**src/rtl/bbox_sample_scan_pkg.sv**
```systemverilog
// Shared definitions for the bounding-box raster-scan stage: Q10.6 format
// constants, default sample pitch, packed-triangle layout and FSM states.
package bbox_sample_scan_pkg;

  // Signed Q10.6 fixed point: 16 bits total, 6 fractional bits.
  localparam int Q_W    = 16;
  localparam int Q_FRAC = 6;

  // One whole pixel in Q10.6 LSBs.
  localparam int STEP_DEFAULT = 1 << Q_FRAC;

  // Packed triangle {v0x,v0y,v1x,v1y,v2x,v2y}, v0x in the MSBs.
  localparam int TRI_W   = 6 * Q_W;
  localparam int V0X_LSB = 5 * Q_W;
  localparam int V0Y_LSB = 4 * Q_W;
  localparam int V1X_LSB = 3 * Q_W;
  localparam int V1Y_LSB = 2 * Q_W;
  localparam int V2X_LSB = 1 * Q_W;
  localparam int V2Y_LSB = 0;

  typedef enum logic {
    IDLE = 1'b0,
    SCAN = 1'b1
  } state_t;

  // Whole-pixel value expressed in Q10.6, computed at full int width so that
  // screen limits beyond the Q10.6 range do not wrap.
  function automatic int pix_to_q(input int pix);
    return pix * (1 << Q_FRAC);
  endfunction

endpackage

```
**src/rtl/bbox_sample_scan_clip.sv**
```systemverilog
// bbox_clip: combinational clamp of a Q10.6 bounding box to the visible
// screen [0, (SCREEN_W-1)] x [0, (SCREEN_H-1)] pixels. Only instantiated when
// BBOX_SCREEN_CLIP_EN is defined. A box lying fully off-screen comes out with
// min > max, which the scanner treats as empty.
module bbox_clip
  import bbox_sample_scan_pkg::*;
#(
  parameter int SCREEN_W = 640,
  parameter int SCREEN_H = 480
) (
  input  logic [Q_W-1:0] xmin,
  input  logic [Q_W-1:0] xmax,
  input  logic [Q_W-1:0] ymin,
  input  logic [Q_W-1:0] ymax,
  output logic [Q_W-1:0] xmin_clip,
  output logic [Q_W-1:0] xmax_clip,
  output logic [Q_W-1:0] ymin_clip,
  output logic [Q_W-1:0] ymax_clip
);

  // Right/bottom limits may exceed the Q10.6 range (640 px does); comparing
  // in int keeps that case a harmless no-op instead of a wrapped clamp.
  localparam int X_LIM = pix_to_q(SCREEN_W - 1);
  localparam int Y_LIM = pix_to_q(SCREEN_H - 1);

  logic signed [Q_W-1:0] sxmin, sxmax, symin, symax;

  assign sxmin = xmin;
  assign sxmax = xmax;
  assign symin = ymin;
  assign symax = ymax;

  // Clamp each bound independently; max bounds are truncated only when the
  // limit is below them, so the limit is guaranteed to fit in Q10.6.
  always_comb begin
    xmin_clip = xmin;
    xmax_clip = xmax;
    ymin_clip = ymin;
    ymax_clip = ymax;
    if (sxmin < 0) xmin_clip = '0;
    if (symin < 0) ymin_clip = '0;
    if (int'(sxmax) > X_LIM) xmax_clip = 16'(X_LIM);
    if (int'(symax) > Y_LIM) ymax_clip = 16'(Y_LIM);
  end

endmodule

```
**src/rtl/bbox_sample_scan.sv**
```systemverilog
// bbox_sample_scan: walks every integer sample point of a triangle's bounding
// box in row-major order, one sample per cycle, with valid/ready on both
// sides. Optional screen clipping is enabled by defining BBOX_SCREEN_CLIP_EN.
module bbox_sample_scan
  import bbox_sample_scan_pkg::*;
#(
  parameter int STEP     = STEP_DEFAULT,
  parameter int SCREEN_W = 640,
  parameter int SCREEN_H = 480
) (
  input  logic              clk,
  input  logic              rst_n,
  input  logic              in_valid,
  output logic              in_ready,
  input  logic [TRI_W-1:0]  in_tri,
  input  logic [Q_W-1:0]    in_xmin,
  input  logic [Q_W-1:0]    in_xmax,
  input  logic [Q_W-1:0]    in_ymin,
  input  logic [Q_W-1:0]    in_ymax,
  output logic              out_valid,
  input  logic              out_ready,
  output logic [Q_W-1:0]    out_x,
  output logic [Q_W-1:0]    out_y,
  output logic [TRI_W-1:0]  out_tri,
  output logic              out_last,
  output logic              tri_done
);

  localparam logic signed [Q_W:0] STEP_W = (Q_W+1)'(STEP);

  // Advance a coordinate by one pitch. The sum is formed one bit wider; it is
  // only ever taken when the coordinate is strictly below its bound, so the
  // low Q_W bits are always the correct next sample.
  function automatic logic signed [Q_W-1:0] step_up(input logic signed [Q_W-1:0] v);
    logic signed [Q_W:0] w;
    w = {v[Q_W-1], v} + STEP_W;
    return w[Q_W-1:0];
  endfunction

  state_t state, state_nx;

  logic signed [Q_W-1:0] box_xmin, box_xmax, box_ymin, box_ymax;
  logic signed [Q_W-1:0] cur_x, cur_y;
  logic signed [Q_W-1:0] xmin_r, xmax_r, ymax_r;
  logic [TRI_W-1:0]      tri_r;
  logic                  done_r, done_nx;
  logic                  accept, fire, at_xmax, at_last, box_empty;

`ifdef BBOX_SCREEN_CLIP_EN
  logic [Q_W-1:0] clip_xmin, clip_xmax, clip_ymin, clip_ymax;

  bbox_clip #(
    .SCREEN_W (SCREEN_W),
    .SCREEN_H (SCREEN_H)
  ) u_clip (
    .xmin      (in_xmin),
    .xmax      (in_xmax),
    .ymin      (in_ymin),
    .ymax      (in_ymax),
    .xmin_clip (clip_xmin),
    .xmax_clip (clip_xmax),
    .ymin_clip (clip_ymin),
    .ymax_clip (clip_ymax)
  );

  assign box_xmin = clip_xmin;
  assign box_xmax = clip_xmax;
  assign box_ymin = clip_ymin;
  assign box_ymax = clip_ymax;
`else
  assign box_xmin = in_xmin;
  assign box_xmax = in_xmax;
  assign box_ymin = in_ymin;
  assign box_ymax = in_ymax;
`endif

  // Signed comparison: an inverted box on either axis holds no samples.
  assign box_empty = (box_xmin > box_xmax) || (box_ymin > box_ymax);

  // Equality against the bound (not greater-than after increment) keeps
  // scans that end near +32767 from wrapping.
  assign at_xmax = (cur_x == xmax_r);
  assign at_last = at_xmax && (cur_y == ymax_r);

  assign accept = in_valid && in_ready;
  assign fire   = out_valid && out_ready;

  assign out_x    = cur_x;
  assign out_y    = cur_y;
  assign out_tri  = tri_r;
  assign tri_done = done_r;

  // State register.
  always_ff @(posedge clk or negedge rst_n) begin
    if (!rst_n) state <= IDLE;
    else        state <= state_nx;
  end

  // Next-state logic, handshake outputs and the retire pulse request.
  always_comb begin
    state_nx  = state;
    in_ready  = 1'b0;
    out_valid = 1'b0;
    out_last  = 1'b0;
    done_nx   = 1'b0;
    case (state)
      IDLE: begin
        in_ready = 1'b1;
        if (in_valid) begin
          if (box_empty) done_nx  = 1'b1;
          else           state_nx = SCAN;
        end
      end
      SCAN: begin
        out_valid = 1'b1;
        out_last  = at_last;
        if (out_ready && at_last) begin
          state_nx = IDLE;
          done_nx  = 1'b1;
        end
      end
      default: state_nx = IDLE;
    endcase
  end

  // Retire pulse lands the cycle after the final handshake or empty accept.
  always_ff @(posedge clk or negedge rst_n) begin
    if (!rst_n) done_r <= 1'b0;
    else        done_r <= done_nx;
  end

  // Descriptor capture and scan cursor: load on accept, step on each
  // non-final handshake, otherwise hold so outputs stay stable under stall.
  always_ff @(posedge clk or negedge rst_n) begin
    if (!rst_n) begin
      cur_x  <= '0;
      cur_y  <= '0;
      xmin_r <= '0;
      xmax_r <= '0;
      ymax_r <= '0;
      tri_r  <= '0;
    end else if (accept) begin
      cur_x  <= box_xmin;
      cur_y  <= box_ymin;
      xmin_r <= box_xmin;
      xmax_r <= box_xmax;
      ymax_r <= box_ymax;
      tri_r  <= in_tri;
    end else if (fire && !at_last) begin
      if (at_xmax) begin
        cur_x <= xmin_r;
        cur_y <= step_up(cur_y);
      end else begin
        cur_x <= step_up(cur_x);
      end
    end
  end

endmodule

```
**config.mk**
```make
export PLATFORM = sky130hd
export DESIGN_NAME = bbox_sample_scan
export DESIGN_NICKNAME = d
export VERILOG_FILES = /design/src/rtl/bbox_sample_scan_pkg.sv /design/src/rtl/bbox_sample_scan_clip.sv /design/src/rtl/bbox_sample_scan.sv
export SDC_FILE = /design/constraint.sdc
export NUM_CORES = 1
export LEC_CHECK = 0
export ABC_CLOCK_PERIOD_IN_PS = 3850
export CAP_MARGIN = 10
export CORE_ASPECT_RATIO = 1.4
export CORE_MARGIN = 5
export CORE_UTILIZATION = 49
export DETAILED_ROUTE_END_ITERATION = 10
export PLACE_DENSITY_LB_ADDON = 0.08
export RECOVER_POWER = 100
export SLEW_MARGIN = 15
export SYNTH_ARGS = -nofsm -noshare
export SYNTH_HDL_FRONTEND = slang
export SYNTH_SLANG_ARGS = --single-unit
```
**constraint.sdc**
```tcl
create_clock -name clk -period 3.85 [get_ports clk]
set_clock_uncertainty 0.15 [all_clocks]
set_input_delay 0.9625 -clock clk [delete_from_list [all_inputs] [get_ports clk]]
set_output_delay 0.9625 -clock clk [all_outputs]
set_load 0.05 [all_outputs]
```
Word level (Yosys, flattened, before mapping)
Index checks and enable logic that the tools add are counted.
{"block": "classes", "addsub": 2, "reduce_logical": 10, "n_bitwise": 1, "eq_ne": 2, "magnitude_cmp": 2, "mux": 17}
{"op": "16-bit two-way mux", "n": 6}
{"op": "16-bit by 8-bit adder with 16-bit output, second input constant", "n": 2}
{"op": "16-bit equality test", "n": 2}
{"op": "16-bit > comparator", "n": 2}
{"op": "1-bit two-way mux", "n": 9}
{"op": "1-bit logical AND", "n": 5}
{"op": "1-bit case mux with 2 select lines", "n": 2}
{"op": "2-bit nonzero test", "n": 2}
{"op": "2-bit AND reduction", "n": 1}
{"op": "1-bit zero test", "n": 1}
{"op": "1-bit logical OR", "n": 1}
{"op": "1-bit inverter", "n": 1}
{"block": "totals", "word_cells": 42, "out_inout_bits": 132, "reg_bits": 178, "input_bits": 164}

Depth between registers and ports, before layout
{"block": "depth", "word_depth": 6, "depth_mapped": 8, "depth_no_buf": 8}

Worst setup path after synthesis
No wires, ideal clock.
{"block": "synth_path", "path_type": "register to output", "startpoint": "register cur_y[9] (netlist: out_y[9])", "endpoint": "output out_last", "arrival_ns": 2.181, "path_buffers": 1, "required_ns": 2.738, "path_stages_with_launch": 6, "slack_ns": 0.556, "path_cell_list": "dfrtp_1 -> xnor2_1 -> nand4_1 -> nor4_4 -> buf_6 -> and3_1"}
{"block": "synth_via", "elab_chain_len": 3}
{"item": "from (decl)", "line_no": "bbox_sample_scan.sv:43", "source": "logic signed [Q_W-1:0] cur_x, cur_y;"}
{"item": "from (signal assigned)", "line_no": "bbox_sample_scan.sv:144", "source": "cur_y <= box_ymin;"}
{"item": "from (signal assigned)", "line_no": "bbox_sample_scan.sv:152", "source": "cur_y <= step_up(cur_y);"}
{"item": "16-bit equality test", "line_no": "bbox_sample_scan.sv:83", "source": "assign at_last = at_xmax && (cur_y == ymax_r);"}
{"item": "1-bit logical AND", "line_no": "bbox_sample_scan.sv:83"}
{"item": "1-bit two-way mux", "line_no": "bbox_sample_scan.sv:106", "source": "case (state)"}
{"item": "to (decl)", "line_no": "bbox_sample_scan.sv:25", "source": "output logic out_last,"}
Every way passes these cells.

Worst setup path in the final report
{"block": "layout_path", "startpoint": "input in_valid", "endpoint": "register cur_x[11] (netlist: out_x[11])"}
{"block": "layout_via", "elab_chain_len": 2, "word_cells_on_any_way": 3, "cone_classes": "mux: 1; reduce/logical: 2"}
{"item": "from (decl)", "line_no": "bbox_sample_scan.sv:13", "source": "input logic in_valid,"}
{"item": "1-bit logical AND (*)", "line_no": "bbox_sample_scan.sv:85", "source": "assign accept = in_valid && in_ready;"}
{"item": "16-bit two-way mux or 2-bit nonzero test (tied branches)"}
{"item": "to (signal assigned)", "line_no": "bbox_sample_scan.sv:143", "source": "cur_x <= box_xmin;"}
{"item": "to (signal assigned)", "line_no": "bbox_sample_scan.sv:151", "source": "cur_x <= xmin_r;"}
{"item": "to (signal assigned)", "line_no": "bbox_sample_scan.sv:154", "source": "cur_x <= step_up(cur_x);"}
{"item": "to (decl)", "line_no": "bbox_sample_scan.sv:43"}
Every way passes the cells marked *; elsewhere a longest branch is shown, timed or not.
A chain may end at the register's enable or synchronous reset.

==> results.toml <==
[run]
timing.max_cap.violations = 1

[logic_synthesis]
ys_dominant_reg_cell = "dfrtp_1"
synth_top_area_share_pct = 52.3
post_synth.cell_area_avg_um2 = 9.27
asyncSetResetFlopFracSynth_pct = 100
postSynthNetCount = 1116
synthDistinctLibCells = 50
synth-seq-cells = 178
synth-warning-count = 0
netlist_instances = 918
netlist_area_um2 = 8510
netlist_top_cells_area = "dfrtp_1 (52%), nand2_1 (17%), ha_1 (5.0%), xnor2_1 (2.7%), o21ai_0 (2.2%)"
synth-seq-area-share_pct = 52.3
synth_area_leader_cell = "dfrtp_1"
synth-edff-count = 0

[die]
die_area_um2 = 20100
die_h_um = 166
die_width_um = 121
core_region_area_um2 = 17300
std_cell_rows = 57
floorplan.initialDensity_pct = 49.3
ios = 296

[detailed_routing]
drt_pass1_iterations = 7
routed_via_density = 5.09
post-route-drc-count = 0
routed-via-count = 7388
routed_wl_mm = 24.7
wire_per_inst_um = 17.0
dr_iter_0_viols = 413
drt.antenna.violating_nets = 0

[min_path]
min_delay_startpoint = "out_tri[48]"
hold_path_depth = 2
hold-path-endpoint = "out_tri[48]"
holdCritPathClass = "reg -> reg"

[cells_and_area]
layout.cells.most_common_list = "nand2_1 (386), dfrtp_1 (178), clkdlybuf4s50_1 (161)"
synthToLayoutAreaGrowth_pct = 44.1
num-nets-final = 1401
filler_cell_count = 1409
stdcell_count = 1452
layout.cells.most_common = "nand2_1"
finalCoreUtilization_pct = 71.1
diodes = 0
post_route_cells_drive_above_1_share_pct = 5.67

[place]
port-buffer-count = 295
hpwlAfterDp_mm = 18.5
detailedPlace.worstSlack_ns = 0.219
count_of_placed_standard_cells_including_taps = 1420
place_congestion = 0.862

[outcome]
violations = "capacitance limit, slew limit"
run_status = "finished, violations left"

[pwr]
vdd.ir_drop.worst_uv = 517
powerDensity_nw_per_um2 = 900
power_leakage_uw = 0.00598

[timing]
timing.final.ws_setup_ns = 0.335
setup_tns_ns = 0
grt_setup_unrepaired = "no"
timing_max_transition_violations_final = 66
report.final.hold_viol_count = 0
period_share_pct = 91.3
timing.fmax_mhz = 285
setup_viol_count_final = 0
fin_crit_ns = 3.51
final.hold.worst_slack_ns = 0.317
tightestPinTransition_ns = 1.65
slew_headroom_pct = -9.99

[clock_network]
cts-hold-fix-buffers = 0
post_cts.repair.setup_buffers = 0
cts_repair_resize_count = 0
clkSinkCount = 178
ctsRootBufferMaster = "clkbuf_16"
clkTransAtPathRegs_ns = 0.07
cts_max_level = 4
worstSkewPairLatency_ns = 0.43
cts_buffer_count = 17
clockBufferDepth = 2
tritoncts_clock_tree = "yes"

[critical_path]
worst_r2r_startpoint = "out_x[8]"
worstRegToRegCells = 6
critical_path_class = "in -> reg"
worst_setup_path_start_kind = "input port"
r2r_slack_ns = 0.99
crit_required_ns = 4.07
data_arrival_time_at_the_worst_slack_endpoint_ns = 3.73
timing.critical_path.fanout_max = 52
worstSetupEndpointType = "flip-flop"
r2r_end = "out_y[15]"

[global_route]
first_global_vias = 7710
antenna_found_initial = 0
grt_pass1_wl_mm = 39.9
grtUsageTotal_pct = 25.0
grt_overflow = 0
maximum_number_of_pins_on_one_net_before_global_route_repair = 80
## worst max path at each step
stage,startpoint,to,slack (ns),depth (start not counted)
2_1_floorplan,out_y[9],out_last,0.56,5
3_3_place_gp,in_xmax[14],tri_done,0.28,9
3_5_place_dp,in_xmax[15],tri_done,0.22,9
4_1_cts,out_x[8],out_last,0.33,5
5_1_grt,in_valid,out_tri[26],0.13,5
6_report,in_valid,out_x[11],0.34,4
## cell type report
class / instances / area, um2 / area share, %
clock buffer: 20 / 447 / 3.64
clock inverter: 12 / 168 / 1.37
inverter: 37 / 139 / 1.13
multi-input combinational: 660 / 3720 / 30.4
sequential: 178 / 4450 / 36.3
tap: 236 / 295 / 2.41
timing repair buffer: 309 / 3040 / 24.8
## worst max-delay path, cell delays in order
cell	delay [ns]
dlygate4sd3_1	0.59
nor2b_1	1.14
clkbuf_4	0.78
a221o_1	0.25
## cells by family (layout without fill, tap and decap cells)
group	Yosys count	after routing	share of synthesized area, %
buf+inv	80	378	3.94
flops	178	178	52.3
xor+xnor	46	46	4.82
simple gates	471	471	25.0
compound gates	99	99	7.67
fa+ha+maj	34	34	5.00
mux	10	10	1.26
## routing by layer
layer	part of all wire (%)	up-vias	track usage, %
li1	-	3562	-
met2	53	240	44.6
met1	37	3529	28.3
met5	0	-	0
met4	3.5	0	9.85
met3	6.6	57	6.47
## sequential cells by signal, summed over array words and instances, names as in the netlist
signal,count
ymax_r,16
tri_done,1
state,1
out_tri,96
out_x,16
xmin_r,16
xmax_r,16
out_y,16
## cells in the mapped netlist, drive strengths merged, types with 5 or more instances
cell	count
a21o	10
a21oi	13
a221o	9
and2	7
and3	5
buf	14
clkbuf	29
dfrtp	178
ha	34
inv	37
mux2	6
nand2	387
nand3	17
nand4	15
nor2	17
nor4	10
o211ai	6
o21ai	45
xnor2	26
xor2	20
## report_power, final
part	leakage (uW)	total, uW	internal [uW]	switching, uW
sequential	0.00220	3420	2760	658
combinational	0.00348	5800	1830	3980
clock	0.000303	1820	1060	762
## metrics by stage
stage          area, um2  total power, uW
2_1_floorplan       8510             7390
3_3_place_gp       11700             9490
3_5_place_dp       11700             9580
4_1_cts            12300            11500
5_1_grt            12300            11700
6_report           12300            11000
Note: power is estimated with default switching activity, not from simulation.
